$ cat config.mk
export PLATFORM = sky130hd
export DESIGN_NAME = display_scan_ctrl
export DESIGN_NICKNAME = d
export VERILOG_FILES = /design/src/rtl/display_scan_ctrl.sv
export SDC_FILE = /design/constraint.sdc
export NUM_CORES = 1
export LEC_CHECK = 0
export ABC_AREA = 0
export BUFFER_PORTS_ARGS = -buffer_cell sky130_fd_sc_hd__buf_2
export CAP_MARGIN = 40
export CORE_MARGIN = 4
export CORE_UTILIZATION = 61
export DETAILED_ROUTE_END_ITERATION = 10
export PLACE_DENSITY = 0.95
export SLEW_MARGIN = 20
export SYNTH_ARGS = -nofsm -noshare
export SYNTH_HDL_FRONTEND = slang
export SYNTH_SLANG_ARGS = --single-unit
$ cat constraint.sdc
create_clock -name CLK -period 3.64 [get_ports CLK]
set_input_delay 0.546 -clock CLK [delete_from_list [all_inputs] [get_ports CLK]]
set_output_delay 0.546 -clock CLK [all_outputs]
set_load 0.01 [all_outputs]
$ cat src/rtl/display_scan_ctrl.sv
// Scan scheduler for a 4-digit 7-segment display: scan tick, digit multiplexing, PWM brightness, guard interval, frame-synchronous double buffer.
// Optional feature: define LEADING_ZERO_BLANK_EN to darken leading zero digits (digit 0 is never blanked this way).
module display_scan_ctrl #(
  parameter int TICK_DIV    = 10000,
  parameter int BLANK_TICKS = 2
) (
  input  logic        CLK,
  input  logic        Reset,
  input  logic [15:0] value,
  input  logic [3:0]  dp_in,
  input  logic [3:0]  sign_in,
  input  logic [3:0]  blank_in,
  input  logic [2:0]  brightness,
  input  logic        load,
  output logic        load_ack,
  output logic        frame_done,
  output logic [1:0]  digit_sel,
  output logic [3:0]  digit_val,
  output logic        sign,
  output logic        dp_n,
  output logic [3:0]  anodes
);

  localparam int CW = (TICK_DIV > 1) ? $clog2(TICK_DIV) : 1;
  localparam int GW = (BLANK_TICKS > 1) ? $clog2(BLANK_TICKS) : 1;

  typedef enum logic {ST_ON, ST_GUARD} state_t;

  state_t         state, state_nx;
  logic [CW-1:0]  cnt;
  logic           tick;
  logic [2:0]     st, st_nx;
  logic [GW-1:0]  gcnt, gcnt_nx;
  logic [1:0]     sel, sel_nx;
  logic           swap;
  logic [2:0]     bri_q;
  logic           pending;
  logic [15:0]    act_val, shd_val;
  logic [3:0]     act_dp, act_sign, act_blank;
  logic [3:0]     shd_dp, shd_sign, shd_blank;
  logic [3:0]     blank_eff;
  logic           lit;

  assign tick = (cnt == CW'(TICK_DIV - 1));

  // NOTE: clocked state is always updated with non-blocking assignments so every register samples pre-edge values.
  always_ff @(posedge CLK) begin
    if (Reset)     cnt <= '0;
    else if (tick) cnt <= '0;
    else           cnt <= cnt + CW'(1);
  end

  always_ff @(posedge CLK) begin
    if (Reset) begin
      state <= ST_ON;
      st    <= '0;
      gcnt  <= '0;
      sel   <= '0;
    end else begin
      state <= state_nx;
      st    <= st_nx;
      gcnt  <= gcnt_nx;
      sel   <= sel_nx;
    end
  end

  // NOTE: every output of this block gets a default first, so no path leaves a latch behind.
  always_comb begin
    state_nx = state;
    st_nx    = st;
    gcnt_nx  = gcnt;
    sel_nx   = sel;
    swap     = 1'b0;
    if (tick) begin
      case (state)
        ST_ON: begin
          if (st == 3'd7) begin
            state_nx = ST_GUARD;
            gcnt_nx  = '0;
          end else begin
            st_nx = st + 3'd1;
          end
        end
        ST_GUARD: begin
          if (gcnt == GW'(BLANK_TICKS - 1)) begin
            state_nx = ST_ON;
            st_nx    = '0;
            sel_nx   = sel + 2'd1;
            swap     = (sel == 2'd3);
          end else begin
            gcnt_nx = gcnt + GW'(1);
          end
        end
        default: state_nx = ST_ON;
      endcase
    end
  end

  // Brightness is sampled once per slot, at the end of the slot's first tick.
  always_ff @(posedge CLK) begin
    if (Reset)                                  bri_q <= '0;
    else if (tick && state == ST_ON && st == 3'd0) bri_q <= brightness;
  end

  // NOTE: the shadow set is only consumed while pending is set, so it needs no reset.
  always_ff @(posedge CLK) begin
    if (load) begin
      shd_val   <= value;
      shd_dp    <= dp_in;
      shd_sign  <= sign_in;
      shd_blank <= blank_in;
    end
  end

  // A load on the swap clock leaves pending set: the swap takes the older shadow.
  always_ff @(posedge CLK) begin
    if (Reset) begin
      act_val   <= '0;
      act_dp    <= '0;
      act_sign  <= '0;
      act_blank <= 4'b1111;
      pending   <= 1'b0;
    end else begin
      if (swap && pending) begin
        act_val   <= shd_val;
        act_dp    <= shd_dp;
        act_sign  <= shd_sign;
        act_blank <= shd_blank;
      end
      if (load)      pending <= 1'b1;
      else if (swap) pending <= 1'b0;
    end
  end

`ifdef LEADING_ZERO_BLANK_EN
  logic lz;
  always_comb begin
    blank_eff = act_blank;
    lz        = 1'b1;
    for (int i = 3; i >= 1; i--) begin
      lz           = lz & (act_val[4*i +: 4] == 4'h0);
      blank_eff[i] = act_blank[i] | lz;
    end
  end
`else
  assign blank_eff = act_blank;
`endif

  assign lit = (state == ST_ON) && (st <= bri_q) && !blank_eff[sel];

  always_ff @(posedge CLK) begin
    if (Reset) begin
      anodes     <= 4'b1111;
      dp_n       <= 1'b1;
      sign       <= 1'b0;
      digit_sel  <= '0;
      digit_val  <= '0;
      load_ack   <= 1'b0;
      frame_done <= 1'b0;
    end else begin
      anodes     <= lit ? ~(4'b0001 << sel) : 4'b1111;
      dp_n       <= lit ? ~act_dp[sel] : 1'b1;
      sign       <= act_sign[sel];
      digit_sel  <= sel;
      digit_val  <= act_val[{sel, 2'b00} +: 4];
      load_ack   <= swap && pending;
      frame_done <= swap;
    end
  end

endmodule
==> impl_metrics.env <==
export IMPL_status="finished clean"
export IMPL_syn_area_um2=3780
export IMPL_fin_skew_ns=0.00539
export IMPL_cts_buffer_depth=2
export IMPL_cp_required_ns=3.86
export IMPL_antenna_found_initial=0
export IMPL_drc=0
export IMPL_port_buffers=47
export IMPL_cts_tree="built"
export IMPL_maxSlewViolCount=0
export IMPL_viasPerCell=6.04
export IMPL_period_share_pct=72.6
export IMPL_io_pins=48
export IMPL_antenna_cells=0
export IMPL_ys_types=38
export IMPL_clock_latency_ns=0.35
export IMPL_worst_ep_arrival_time_ns=2.87
export IMPL_utilization_pct=70.6
export IMPL_seq_area_frac_synth_pct=57.7
export IMPL_grt_max_degree=52
export IMPL_dpl_cell_area_um2=4020
export IMPL_min_period_ns=2.64
export IMPL_cts_setup_buffers=0
export IMPL_ant_nets=0
export IMPL_dr_pass1_iters=5
export IMPL_cts_sinks=95
export IMPL_synth_edf_count=28
export IMPL_fill_cells=401
export IMPL_floorplan_initialDensity_pct=63.5
export IMPL_ys_ff_latch=95
export IMPL_drv_cap=0
export IMPL_design_area_um2=4200
export IMPL_gp_congestion=0.828
export IMPL_max_freq_mhz=378
export IMPL_dieArea_um2=7520
export IMPL_p_total_mw=1.78
export IMPL_clkTransAtPathRegs_ns=0.08
export IMPL_dr_first_iter_drc_count=253
export IMPL_start_kind="register"
export IMPL_grt_overflow=0
export IMPL_holdCritPathClass="in2reg"
export IMPL_critical_path_peak_fanout=31
export IMPL_cts_root_buf="clkbuf_8"
export IMPL_top_regs="act_val x16, shd_val x16, cnt x14"
export IMPL_setup_tns_ns=0
export IMPL_synth_area_per_cell_um2=10.8
export IMPL_drive_gt1_share_pct=19.5
export IMPL_grt_pass1_vias=2638
export IMPL_finalHoldViolCount=0
export IMPL_routedWlPerCell_um=16.3
export IMPL_irDropWorstVdd_uv=305
export IMPL_gr_usage_all_layers_pct=21.2
export IMPL_layout_nets=430
export IMPL_hold_buffers=0
export IMPL_ys_flop_type="dfxtp_1"
export IMPL_die_w_um=86.7
export IMPL_totalWireLength_um=7590
export IMPL_fp_row_count=28
export IMPL_grt_first_pass_wirelength_um=12500
export IMPL_setup_violations_final=0
export IMPL_ys_async_sr_fraction_pct=0
export IMPL_critPathKind="reg2reg"
export IMPL_relSlewSlack_pct=50.7
export IMPL_synthToLayoutAreaGrowth_pct=11.1
export IMPL_grt_setup_unrepaired="false"
export IMPL_power_density_nw_per_um2=424
export IMPL_vias=2807
export IMPL_tightest_slew_ns=0.738
export IMPL_hpwl_um=4900
export IMPL_power_leakage_nw=1.49
export IMPL_coreArea_um2=5960
export IMPL_critPathCaptureType="register"
export IMPL_post_cts_resized=0
export IMPL_cts_made_buffers=9
export IMPL_die_h_um=86.7
export IMPL_synth_net_count=394
export IMPL_yosys_warnings=0
export IMPL_syn_inst=349
export IMPL_cts_max_level=3
==> routing by layer <==
| metal | up-vias | part of all wire [%] | GRT usage [%] |
|---|---|---|---|
| met5 | - | 0 | 0 |
| met4 | 0 | 2.5 | 6.09 |
| met3 | 27 | 6.6 | 6.56 |
| met2 | 135 | 47 | 33.4 |
| met1 | 1304 | 43 | 28.3 |
| li1 | 1341 | - | - |
==> stage by stage <==
step | hold slack [ns] | std cells | worst slack (ns)
3_5_place_dp | 0.470 | 448 | 1.05
6_report | 0.361 | 465 | 0.997
2_1_floorplan | 0.441 | 349 | 1.97
3_3_place_gp | 0.454 | 448 | 1.23
4_1_cts | 0.350 | 464 | 1.03
5_1_grt | 0.335 | 465 | 0.774
==> final timing paths <==
| kind | from | to | slack [ns] | cells past startpoint |
|---|---|---|---|---|
| min | value[4] | shd_val[4] | 0.36 | 1 |
| min reg2reg | act_sign[2] | act_sign[2] | 0.48 | 2 |
| max reg2reg | sel[0] | act_val[3] | 1.0 | 6 |
| max | sel[0] | act_val[3] | 1.0 | 6 |
==> cell usage in the layout, fill, tap and decap left out, types with 2 or more instances in the layout <==
cell / netlist / final
nand3_1: 14 / 14
inv_1: 10 / 10
mux4_2: 7 / 7
nor3_1: 10 / 10
buf_4: 1 / 4
dfxtp_1: 67 / 67
a21oi_1: 32 / 32
nand4b_1: 2 / 2
nand2_1: 9 / 9
xnor2_1: 11 / 11
a31oi_1: 4 / 4
and3_1: 2 / 2
nand4_1: 27 / 27
ha_1: 11 / 11
nor4_1: 3 / 3
buf_2: 6 / 47
clkinv_2: 0 / 2
edfxtp_1: 28 / 28
nor2_1: 23 / 23
o21a_1: 2 / 2
o21ba_2: 2 / 2
nor2b_1: 7 / 7
clkbuf_8: 0 / 10
o21bai_1: 4 / 4
clkbuf_1: 19 / 4
o21ai_0: 34 / 34
==> synthesized netlist by cell type (2+ instances only) <==
cell type  instances  area share [%]
nor2b_1            7             1.2
nand4b_1           2            0.46
nand3_1           14             1.9
nor2_1            23             2.3
clkbuf_1          19             1.9
nor4_1             3            0.50
dfxtp_1           67              35
o21ba_2            2            0.53
mux4_2             7             4.2
ha_1              11             3.6
inv_1             10            0.99
and3_1             2            0.33
o21ai_0           34             4.5
a21oi_1           32             4.2
edfxtp_1          28              22
o21bai_1           4            0.79
a31oi_1            4            0.66
nand4_1           27             4.5
o21a_1             2            0.40
buf_2              6            0.79
nor3_1            10             1.3
xnor2_1           11             2.5
nand2_1            9            0.89
==> final cells by class <==
| cell class | count | area (um2) | share of cell area (%) |
|---|---|---|---|
| Inverter | 10 | 37.5 | 0.893 |
| Multi-Input combinational cell | 217 | 1440 | 34.3 |
| Sequential cell | 95 | 2180 | 51.9 |
| Clock inverter | 2 | 10.0 | 0.238 |
| Tap cell | 75 | 93.8 | 2.23 |
| Timing Repair Buffer | 52 | 285 | 6.79 |
| Clock buffer | 14 | 153 | 3.63 |
==> worst max-delay path, stage by stage, from the launching register on <==
cell and delay [ns]:
dfxtp_1 0.72, ha_1 0.27, and3_1 0.16, buf_4 0.31
nand2_1 0.51, o21ai_0 0.40, a21oi_1 0.13
==> power breakdown <==
part | switching, mW | leakage, nW | internal (mW)
Combinational | 0.0309 | 0.586 | 0.0212
Sequential | 0.0124 | 0.815 | 1.12
Clock | 0.333 | 0.0844 | 0.266
Total | 0.376 | 1.49 | 1.41
==> cell families (layout without fill, tap and decap cells) <==
family	after synthesis	count (layout)	synth area share (%)
AOI/OAI and AO/OA	79	79	11.3
xor gates and xnor gates	12	12	2.78
adders and majority gates	11	11	3.64
buffers and inverters	37	78	4.17
DFF	95	95	57.7
muxes	8	8	4.47
and+or+nand+nor	107	107	15.9
(Power assumes the default switching activity.)
